[src/rtl/pe_pkg.sv]
// Shared types and defaults for the PE cluster and its skew feeder.
// Imported by the feeder, its lane buffers and the cluster top.
package pe_pkg;

    localparam int LANES_DEF  = 8;
    localparam int DATA_W_DEF = 16;

    typedef enum logic [1:0] {
        ST_IDLE,
        ST_FEED,
        ST_DRAIN
    } feeder_state_e;

    // Ceiling log2, never below 1 so it can size a port.
    function automatic int clog2(input int v);
        int r;
        r = 0;
        for (int i = 0; i < 31; i++) begin
            if ((1 << i) < v) r = i + 1;
        end
        return (r < 1) ? 1 : r;
    endfunction

endpackage

[src/rtl/skew_lane_buf.sv]
// One lane's activation/weight register file.
// Single write port, asynchronous read port, contents not reset.
module skew_lane_buf #(
    parameter int DEPTH  = 16,
    parameter int DATA_W = 16,
    parameter int IDX_W  = 4
) (
    input  logic              clk,
    input  logic              we,
    input  logic [IDX_W-1:0]  wr_idx,
    input  logic [DATA_W-1:0] wr_act,
    input  logic [DATA_W-1:0] wr_wgt,
    input  logic [IDX_W-1:0]  rd_idx,
    output logic [DATA_W-1:0] rd_act,
    output logic [DATA_W-1:0] rd_wgt
);

    logic [DATA_W-1:0] mem_act [DEPTH];
    logic [DATA_W-1:0] mem_wgt [DEPTH];

    // Store one entry; a later write to the same entry overwrites it.
    always_ff @(posedge clk) begin
        if (we && (32'(wr_idx) < DEPTH)) begin
            mem_act[wr_idx] <= wr_act;
            mem_wgt[wr_idx] <= wr_wgt;
        end
    end

    assign rd_act = (32'(rd_idx) < DEPTH) ? mem_act[rd_idx] : '0;
    assign rd_wgt = (32'(rd_idx) < DEPTH) ? mem_wgt[rd_idx] : '0;

endmodule

[src/rtl/systolic_skew_feeder.sv]
// Buffers per-lane act/wgt vectors and streams them into the PE
// array with a one-cycle-per-lane diagonal skew, then awaits array done.
module systolic_skew_feeder
    import pe_pkg::*;
#(
    parameter int LANES   = LANES_DEF,
    parameter int DATA_W  = DATA_W_DEF,
    parameter int DEPTH   = 16,
    parameter int TIMEOUT = 1024,
    localparam int LANE_W = clog2(LANES),
    localparam int IDX_W  = clog2(DEPTH),
    localparam int CNT_W  = clog2(LANES + DEPTH + 1),
    localparam int LEN_W  = clog2(DEPTH + 1)
) (
    input  logic                    clk,
    input  logic                    rst_n,
    input  logic                    en,
    input  logic                    load_valid,
    output logic                    load_ready,
    input  logic [LANE_W-1:0]       load_lane,
    input  logic [IDX_W-1:0]        load_idx,
    input  logic [DATA_W-1:0]       load_act,
    input  logic [DATA_W-1:0]       load_wgt,
    input  logic [LEN_W-1:0]        k_len,
    input  logic                    start,
    output logic                    busy,
    output logic [LANES*DATA_W-1:0] activations,
    output logic [LANES*DATA_W-1:0] weights,
    output logic [LANES-1:0]        lane_done,
    input  logic [LANES-1:0]        array_done_in,
    output logic                    done,
    output logic                    err
);

    localparam int TMO_W = clog2(TIMEOUT);
    localparam logic [TMO_W-1:0] TMO_LAST = TMO_W'(TIMEOUT - 1);

    feeder_state_e state;

    logic [CNT_W-1:0]        t_q;
    logic [TMO_W-1:0]        tmo_q;
    logic [LEN_W-1:0]        k_q;
    logic [LANES*DATA_W-1:0] act_q;
    logic [LANES*DATA_W-1:0] wgt_q;
    logic [LANES*DATA_W-1:0] feed_act;
    logic [LANES*DATA_W-1:0] feed_wgt;
    logic [LANES-1:0]        lane_done_q;
    logic [LANES-1:0]        done_hit;
    logic                    busy_q;
    logic                    done_q;
    logic                    err_q;
    logic [CNT_W-1:0]        k_ext;
    logic [CNT_W-1:0]        t_last;
    logic                    k_ok;
    logic                    wr_en;
    logic                    unused_array_done;

    assign load_ready  = (state == ST_IDLE);
    assign wr_en       = en && load_valid && load_ready;
    assign k_ok        = (k_len != '0) && (32'(k_len) <= DEPTH);
    assign k_ext       = CNT_W'(k_q);
    assign t_last      = CNT_W'(LANES - 1) + k_ext;

    // Only the last lane's done ends a pass.
    assign unused_array_done = ^array_done_in;

    for (genvar i = 0; i < LANES; i++) begin : g_lane
        localparam logic [CNT_W-1:0] LI = CNT_W'(i);

        logic [CNT_W-1:0]  rel;
        logic              in_win;
        logic [DATA_W-1:0] rd_act;
        logic [DATA_W-1:0] rd_wgt;

        // rel is only used when t >= i, so it never wraps in use.
        assign rel         = t_q - LI;
        assign in_win      = (t_q >= LI) && (rel < k_ext);
        assign done_hit[i] = (t_q == LI + k_ext);

        skew_lane_buf #(
            .DEPTH  (DEPTH),
            .DATA_W (DATA_W),
            .IDX_W  (IDX_W)
        ) u_buf (
            .clk    (clk),
            .we     (wr_en && (load_lane == LANE_W'(i))),
            .wr_idx (load_idx),
            .wr_act (load_act),
            .wr_wgt (load_wgt),
            .rd_idx (rel[IDX_W-1:0]),
            .rd_act (rd_act),
            .rd_wgt (rd_wgt)
        );

        assign feed_act[i*DATA_W +: DATA_W] = in_win ? rd_act : '0;
        assign feed_wgt[i*DATA_W +: DATA_W] = in_win ? rd_wgt : '0;
    end

    // Pass sequencer: IDLE accepts loads/start, FEED skews, DRAIN waits.
    always_ff @(posedge clk or negedge rst_n) begin
        if (!rst_n) begin
            state       <= ST_IDLE;
            t_q         <= '0;
            tmo_q       <= '0;
            k_q         <= '0;
            act_q       <= '0;
            wgt_q       <= '0;
            lane_done_q <= '0;
            busy_q      <= 1'b0;
            done_q      <= 1'b0;
            err_q       <= 1'b0;
        end else if (en) begin
            unique case (state)
                ST_IDLE: begin
                    act_q       <= '0;
                    wgt_q       <= '0;
                    lane_done_q <= '0;
                    busy_q      <= 1'b0;
                    done_q      <= 1'b0;
                    err_q       <= 1'b0;
                    if (start) begin
                        if (k_ok) begin
                            k_q   <= k_len;
                            t_q   <= '0;
                            state <= ST_FEED;
                        end else begin
                            err_q <= 1'b1;
                        end
                    end
                end
                ST_FEED: begin
                    busy_q      <= 1'b1;
                    act_q       <= feed_act;
                    wgt_q       <= feed_wgt;
                    lane_done_q <= lane_done_q | done_hit;
                    if (t_q == t_last) begin
                        tmo_q <= '0;
                        state <= ST_DRAIN;
                    end else begin
                        t_q <= t_q + 1'b1;
                    end
                end
                ST_DRAIN: begin
                    act_q <= '0;
                    wgt_q <= '0;
                    if (array_done_in[LANES-1]) begin
                        done_q <= 1'b1;
                        busy_q <= 1'b0;
                        state  <= ST_IDLE;
                    end else if (tmo_q == TMO_LAST) begin
                        done_q <= 1'b1;
                        err_q  <= 1'b1;
                        busy_q <= 1'b0;
                        state  <= ST_IDLE;
                    end else begin
                        tmo_q <= tmo_q + 1'b1;
                    end
                end
                default: state <= ST_IDLE;
            endcase
        end
    end

    assign activations = act_q;
    assign weights     = wgt_q;
    assign lane_done   = lane_done_q;
    assign busy        = busy_q;
    assign done        = done_q;
    assign err         = err_q;

endmodule

[config.mk]
export PLATFORM = sky130hd
export DESIGN_NAME = systolic_skew_feeder
export DESIGN_NICKNAME = d
export VERILOG_FILES = /design/src/rtl/pe_pkg.sv /design/src/rtl/skew_lane_buf.sv /design/src/rtl/systolic_skew_feeder.sv
export SDC_FILE = /design/constraint.sdc
export NUM_CORES = 2
export LEC_CHECK = 0
export ABC_CLOCK_PERIOD_IN_PS = 4900
export CORE_ASPECT_RATIO = 0.8
export CORE_MARGIN = 2
export CORE_UTILIZATION = 44
export DETAILED_ROUTE_END_ITERATION = 7
export GPL_TIMING_DRIVEN = 1
export HOLD_SLACK_MARGIN = 0.08
export PLACE_DENSITY_LB_ADDON = 0.15
export SKIP_LAST_GASP = 1
export SLEW_MARGIN = 20
export SYNTH_ARGS = -nofsm -noshare
export SYNTH_HDL_FRONTEND = slang
export SYNTH_SLANG_ARGS = --single-unit
[constraint.sdc]
create_clock -name clk -period 4.9 [get_ports clk]
set_input_delay 0.49 -clock clk [delete_from_list [all_inputs] [get_ports clk]]
set_output_delay 0.49 -clock clk [all_outputs]
set_load 0.03 [all_outputs]
### Yosys cells after proc, flatten, opt, wreduce, memory -nomap -nowiden

Memories as Yosys holds them, arrays and structs flattened.
Cells that the tools add are included.

| word-level totals | value |
|---|---|
| RAM bits | 4096 |
| bits in latches | 0 |
| flip-flop bits (word level) | 289 |
| ROM bits | 0 |
| output and inout bits | 268 |
| bits of input ports | 57 |
| memories | 16 |

| cells by class | value |
|---|---|
| div/mod/pow operators | 0 |
| shift-type cells | 0 |
| add/sub/neg operators | 16 |
| eq/ne operators | 26 |
| order comparisons | 17 |
| multiply operators | 0 |
| reductions and logical operators | 37 |
| multiplexer cells | 59 |
| bitwise gates (word level) | 1 |

Memory list:

| memory | depth | width | read ports | clocked after memory_dff | write ports | line | text |
|---|---|---|---|---|---|---|---|
| g_lane[0].u_buf.mem_act | 16 | 16 | 1 | 0 | 1 | skew_lane_buf.sv:18 | `logic [DATA_W-1:0] mem_act [DEPTH];` |
| g_lane[0].u_buf.mem_wgt | 16 | 16 | 1 | 0 | 1 | skew_lane_buf.sv:19 | `logic [DATA_W-1:0] mem_wgt [DEPTH];` |
| g_lane[1].u_buf.mem_act | 16 | 16 | 1 | 0 | 1 | skew_lane_buf.sv:18 |  |
| g_lane[1].u_buf.mem_wgt | 16 | 16 | 1 | 0 | 1 | skew_lane_buf.sv:19 |  |
| g_lane[2].u_buf.mem_act | 16 | 16 | 1 | 0 | 1 | skew_lane_buf.sv:18 |  |
| g_lane[2].u_buf.mem_wgt | 16 | 16 | 1 | 0 | 1 | skew_lane_buf.sv:19 |  |
| +10 memories | -- | -- | -- | -- | -- | -- |  |

Operator list:

| kind | count |
|---|---|
| $pmux W128 S2 | 2 |
| $mux W16 | 16 |
| $eq A5 B5 Y1 | 8 |
| $lt A5 B5 Y1 | 8 |
| $mux W10 | 3 |
| $mux W1 | 23 |
| $add A3 B5 Y5 const A | 4 |
| $ge A5 B3 Y1 const B | 4 |
| $pmux W10 S2 | 1 |
| $sub A5 B3 Y5 const B | 4 |
| $logic_and A1 B1 Y1 | 19 |
| $pmux W8 S2 | 1 |
| $mux W5 | 3 |
| $reduce_and A5 Y1 | 3 |
| $eq A3 B3 Y1 const B | 4 |
| $add A10 B1 Y10 const B | 1 |
| $add A2 B5 Y5 const A | 2 |
| $eq A10 B10 Y1 const B | 1 |
| $ge A5 B1 Y1 const B | 2 |
| $ge A5 B2 Y1 const B | 2 |
| $mux W2 | 5 |
| $ne A2 B2 Y1 const B | 5 |
| $pmux W5 S2 | 1 |
| $sub A5 B2 Y5 const B | 2 |
| 23 further kinds | 32 |

### Logic depth before layout (Yosys ltp)

| logic depth | value |
|---|---|
| depth in word-level cells | 5 |
| gate-level depth with buffers | 17 |

### Hierarchy

A second synthesis with hierarchy kept.

| unflattened totals | value |
|---|---|
| cells, all modules | 7376 |
| area, all modules | 165715.2 um2 |

Modules (own cells, without submodules):

| module | area each (um2) | times used | cells each | seq. area each (um2) |
|---|---|---|---|---|
| skew_lane_buf | 19194.7 | 8 | 806 | 15374.7 |
| systolic_skew_feeder | 12157.9 | 1 | 928 | 7231.9 |

### Worst setup path before layout

Ideal clock, no wire load.

| path | value |
|---|---|
| path kind | register -> register |
| start point | register t_q[1] |
| end point | register wgt_q[31] (netlist: weights[31]) |
| clock period less this slack | 3.954 ns |
| data required time | 4.809 ns |
| cell stages (with the launch flop) | 17 |
| data arrival time | 3.863 ns |
| setup slack | 0.946 ns |
| cells stage by stage | dfrtp_1 buf_2 buf_2 buf_1 inv_1 ha_1 buf_2 buf_4 clkbuf_1 buf_2 inv_1 ha_1 nor2b_1 o2111ai_1 nand4_1 clkbuf_1 o221ai_1 |

| on the way | value |
|---|---|
| cells in the longest elaborated chain, start to end | 5 |

Ends and longest elaborated chain:

| element | line | text |
|---|---|---|
| from (decl) | systolic_skew_feeder.sv:40 | `logic [CNT_W-1:0] t_q;` |
| from (signal assigned) | systolic_skew_feeder.sv:140 | `t_q <= t_q + 1'b1;` |
| $sub A5 B1 Y5 | systolic_skew_feeder.sv:76 | `assign rel = t_q - LI;` |
| $lt A5 B5 Y1 | systolic_skew_feeder.sv:77 | `assign in_win = (t_q >= LI) && (rel < k_ext);` |
| $logic_and A1 B1 Y1 | systolic_skew_feeder.sv:77 |  |
| $mux W16 (*) | systolic_skew_feeder.sv:96 | `assign feed_wgt[i*DATA_W +: DATA_W] = in_win ? rd_wgt : '0;` |
| $pmux W128 S2 (*) | systolic_skew_feeder.sv:113 | `unique case (state)` |
| to (signal assigned) | systolic_skew_feeder.sv:134 | `wgt_q <= feed_wgt;` |
| to (decl) | systolic_skew_feeder.sv:44 | `logic [LANES*DATA_W-1:0] wgt_q;` |

Every way passes the cells marked *; elsewhere a longest branch is shown, timed or not.
A chain may end at the register's enable or synchronous reset.

### Worst setup path in the final report

| path | value |
|---|---|
| start point | register t_q[2] |
| end point | register act_q[57] (netlist: activations[57]) |

| on the way | value |
|---|---|
| cells in the longest elaborated chain, start to end | 5 |

Ends and longest elaborated chain:

| element | line | text |
|---|---|---|
| $sub A5 B2 Y5 | systolic_skew_feeder.sv:76 |  |
| $lt A5 B5 Y1 | systolic_skew_feeder.sv:77 |  |
| $logic_and A1 B1 Y1 | systolic_skew_feeder.sv:77 |  |
| $mux W16 (*) | systolic_skew_feeder.sv:95 | `assign feed_act[i*DATA_W +: DATA_W] = in_win ? rd_act : '0;` |
| $pmux W128 S2 (*) | systolic_skew_feeder.sv:113 |  |
| to (signal assigned) | systolic_skew_feeder.sv:133 | `act_q <= feed_act;` |
| to (decl) | systolic_skew_feeder.sv:43 | `logic [LANES*DATA_W-1:0] act_q;` |

Marks and branches as above.

==> impl_metrics.csv <==
group,metric,value,unit
drt,wl_per_cell,32.0,um
floorplan,initial_utilization,44.1,%
yosys,synth-seq-cells,4385,
power_and_ir_drop,p_leak,62.0,nW
timing,min_period,3.72,ns
grt,grt_antenna_before_repair,38,
min_path,min_to,"g_lane[3].u_buf.mem_act[15][4]",
timing,clock_skew,0.0674,ns
cts,clk_pin_slew,0.06,ns
placed_design,gp_congestion,0.779,
setup_path,r2r_slack,1.18,ns
yosys,syn-cell-area,167000,sq um
timing,post-route-period-util,76.0,%
min_path,hold_path.class,"input port to flop",
min_path,hold_path_depth,1,
placed_design,dp.cells,12645,
finish,drive_above_1_share,26.5,%
setup_path,r2r_cells,11,
cts,h-tree-depth,5,
floorplan,io_pins,325,
setup_path,path_class,"flop to flop",
power_and_ir_drop,pwr-share-comb,31.2,%
grt,grt_pass1_vias,81528,
setup_path,start_kind,"flop",
drt,vias_per_cell,5.94,
power_and_ir_drop,powerDensity,575,nW/um^2
yosys,ys_seq_area_share,78.2,%
finish,stdcell_count,13481,
drt,drt_first_iter_violations,8965,
floorplan,dieHeight,554,um
cts,clk_path_buf_depth,4,
floorplan,fp-row-count,202,
cts,clk_latency,0.97,ns
power_and_ir_drop,switching_share,31.4,%
drt,dr_total_vias,80036,
yosys,synth_edf_count,4096,
min_path,min_from,"load_act[4]",
grt,grt_pass1_wl,610000,um
floorplan,fp.dieW,692,um
timing,tns,0,ns
yosys,netlist_instances,7432,
yosys,yosys_warnings,0,
drt,ant_nets,0,
finish,area_growth,15.5,%
timing,hold_viol,0,
setup_path,cp_data_arrival_time,4.58,ns
cts,cts_buffers,427,
floorplan,dieArea,384000,sq um
placed_design,port_buffers,317,
timing,fmax,0.269,GHz
run_status,outcome,"complete, no violations",
placed_design,detailed_place_hpwl,234000,um
power_and_ir_drop,power.switching,0.0348,W
drt,wl,431000,um
yosys,synth_ff_type,"edfxtp_1",
yosys,async_flop_share,6.59,%
yosys,synth_nets,7544,
power_and_ir_drop,vdd_drop_max,0.715,mV
setup_path,critPathRequiredTime,5.76,ns
grt,grt_max_degree,151,
power_and_ir_drop,clock_power_share,30.1,%
cts,post_cts_buffers,0,
setup_path,r2r-end,"activations[57]",
floorplan,core_area,378000,sq um
yosys,yosysUniqueCellTypes,64,
setup_path,reg2reg_from,"t_q[2]",
flow_run,maxCapViolations,0,
grt,grt_overflow,0,
power_and_ir_drop,p_int,0.0759,W
timing,rsz0062_at_grt,"no",
cts,cts.sinks,4385,
drt,drc,0,
timing,finalSetupViolCount,0,
setup_path,setup.worst_path.end_class,"flop",
cts,root_buffer,"clkbuf_16",
timing,worst_slew_pin_slew,1.15,ns
cts,cts_tree,"done",
drt,dr.pass1.iters,5,
grt,grtUsageTotal,22.2,%
power_and_ir_drop,p_seq_share,38.7,%
yosys,synth.avg_cell_area,22.4,sq um
timing,relSlewSlack,23.3,%
finish,layout.nets,8205,
timing,drv_slew,0,
setup_path,critPathMaxFanout,32,
-- area by class of cell --
cell class / count / area [sq um]
fillers: 29564 / 185000
flip-flops and latches: 4385 / 130000
multi-input cells: 2628 / 35500
clock buffers: 580 / 11900
well taps: 4998 / 6250
repair buffers: 627 / 6000
clock inverters: 231 / 2420
inverters: 24 / 90.1
diodes: 8 / 20.0
-- critical path, stage by stage (launching register included) --
cell	delay (ns)
dfrtp_1	0.34
buf_4	0.31
inv_1	0.37
ha_1	0.33
a21oi_1	0.28
xnor2_2	0.20
ha_1	0.30
and3_1	0.17
a2111oi_1	0.48
nand4_1	0.20
buf_4	0.29
o221ai_1	0.29
-- synthesized netlist by cell type (all sizes together) (19+ instances only) --
library cell,count,share of area [%]
edfxtp,4096,74
mux4,1024,14
nand2,336,0.76
dfrtp,289,4.3
mux2i,259,1.6
buf,206,0.73
clkbuf,189,0.43
nor2,163,0.37
a22oi,129,0.58
o221ai,96,0.50
a21oi,90,0.27
mux2,69,0.47
a22o,64,0.34
ha,55,0.41
nor2b,51,0.19
o21ai,45,0.14
a221o,33,0.20
a211o,32,0.17
a32oi,32,0.17
xnor2,25,0.14
inv,24,0.054
nand3,19,0.057
-- power groups by stage --
stage               combinational, W  sequential (W)  clock [W]
floorplan                     0.0229          0.0443          0
CTS                           0.0351          0.0429     0.0340
detailed placement            0.0350          0.0436          0
global placement              0.0347          0.0436          0
global route                  0.0369          0.0429     0.0354
finish                        0.0345          0.0428     0.0333
-- cell usage in the layout, fill, tap and decap left out, types with 21 or more instances in the layout --
master,Yosys,routed
a211o_1,32,32
a21oi_1,90,90
a221o_1,33,33
a22o_1,64,64
a22oi_1,129,129
a32oi_1,32,32
buf_12,0,41
buf_4,24,284
bufinv_16,0,34
clkbuf_1,189,92
clkbuf_16,0,434
clkbuf_8,0,54
clkdlybuf4s50_1,0,284
clkinv_1,0,57
clkinv_2,0,85
dfrtp_1,289,287
edfxtp_1,4096,4096
ha_1,55,54
inv_1,21,21
mux2_2,69,69
mux2i_1,259,259
mux4_2,1024,1024
nand2_1,336,335
nor2_1,163,27
nor2_4,0,133
nor2b_1,51,51
o21ai_1,32,32
o221ai_1,96,96
-- sequential cells by signal (all words and copies together) (netlist names), 2 cells and up --
| signal | count |
|---|---|
| g_lane.u_buf.mem_act | 2048 |
| g_lane.u_buf.mem_wgt | 2048 |
| activations | 128 |
| weights | 128 |
| tmo_q | 10 |
| lane_done | 8 |
| k_ext | 5 |
| t_q | 5 |
| state | 2 |
-- layer usage --
metal	vias to the layer above	track usage (%)	share of wire (%)
met5	-	0	0.0035
met4	2	5.87	2.7
met3	591	2.94	6.7
met2	2953	34.8	47
met1	43809	33.1	44
li1	32681	-	-
-- what timing repair did --
action                                 CTS  global route
hold buffers                            13             2
endpoints found under the hold margin  325            56
resized for setup                        0             0
-- how the worst max path moves through the flow --
stage                 from  cells past startpoint                        endpoint  slack, ns
finish              t_q[2]                     11                 activations[57]       1.18
global route        t_q[2]                     11                     weights[57]       1.02
CTS                 t_q[2]                     11                 activations[57]       1.25
detailed placement      en                      8  g_lane[7].u_buf.mem_wgt[11][8]       1.13
global placement        en                      8  g_lane[7].u_buf.mem_act[11][5]       1.18
floorplan           t_q[1]                     16                     weights[31]       0.95
-- through the flow --
step                      utilization [%]  worst slack (ns)  hold slack (ns)  area, sq um  power (W)
after global routing                 50.9              1.02           0.0979       192000      0.115
after CTS                            50.9              1.25           0.0835       192000      0.112
after global placement               47.1              1.18            0.470       178000     0.0784
after floorplan                         -             0.946            0.194       167000     0.0672
after detailed placement             47.1              1.13            0.478       178000     0.0786
final                                50.9              1.18            0.154       192000      0.111
-- cell families after synthesis --
group	count (synthesis)	share of synthesized area, %
compound gates	568	2.59
simple gates	619	1.57
buf+inv	419	1.21
mux	1352	15.9
xor+xnor	34	0.188
fa+ha+maj	55	0.413
flops	4385	78.2
Power figures use the tool's default switching activity.
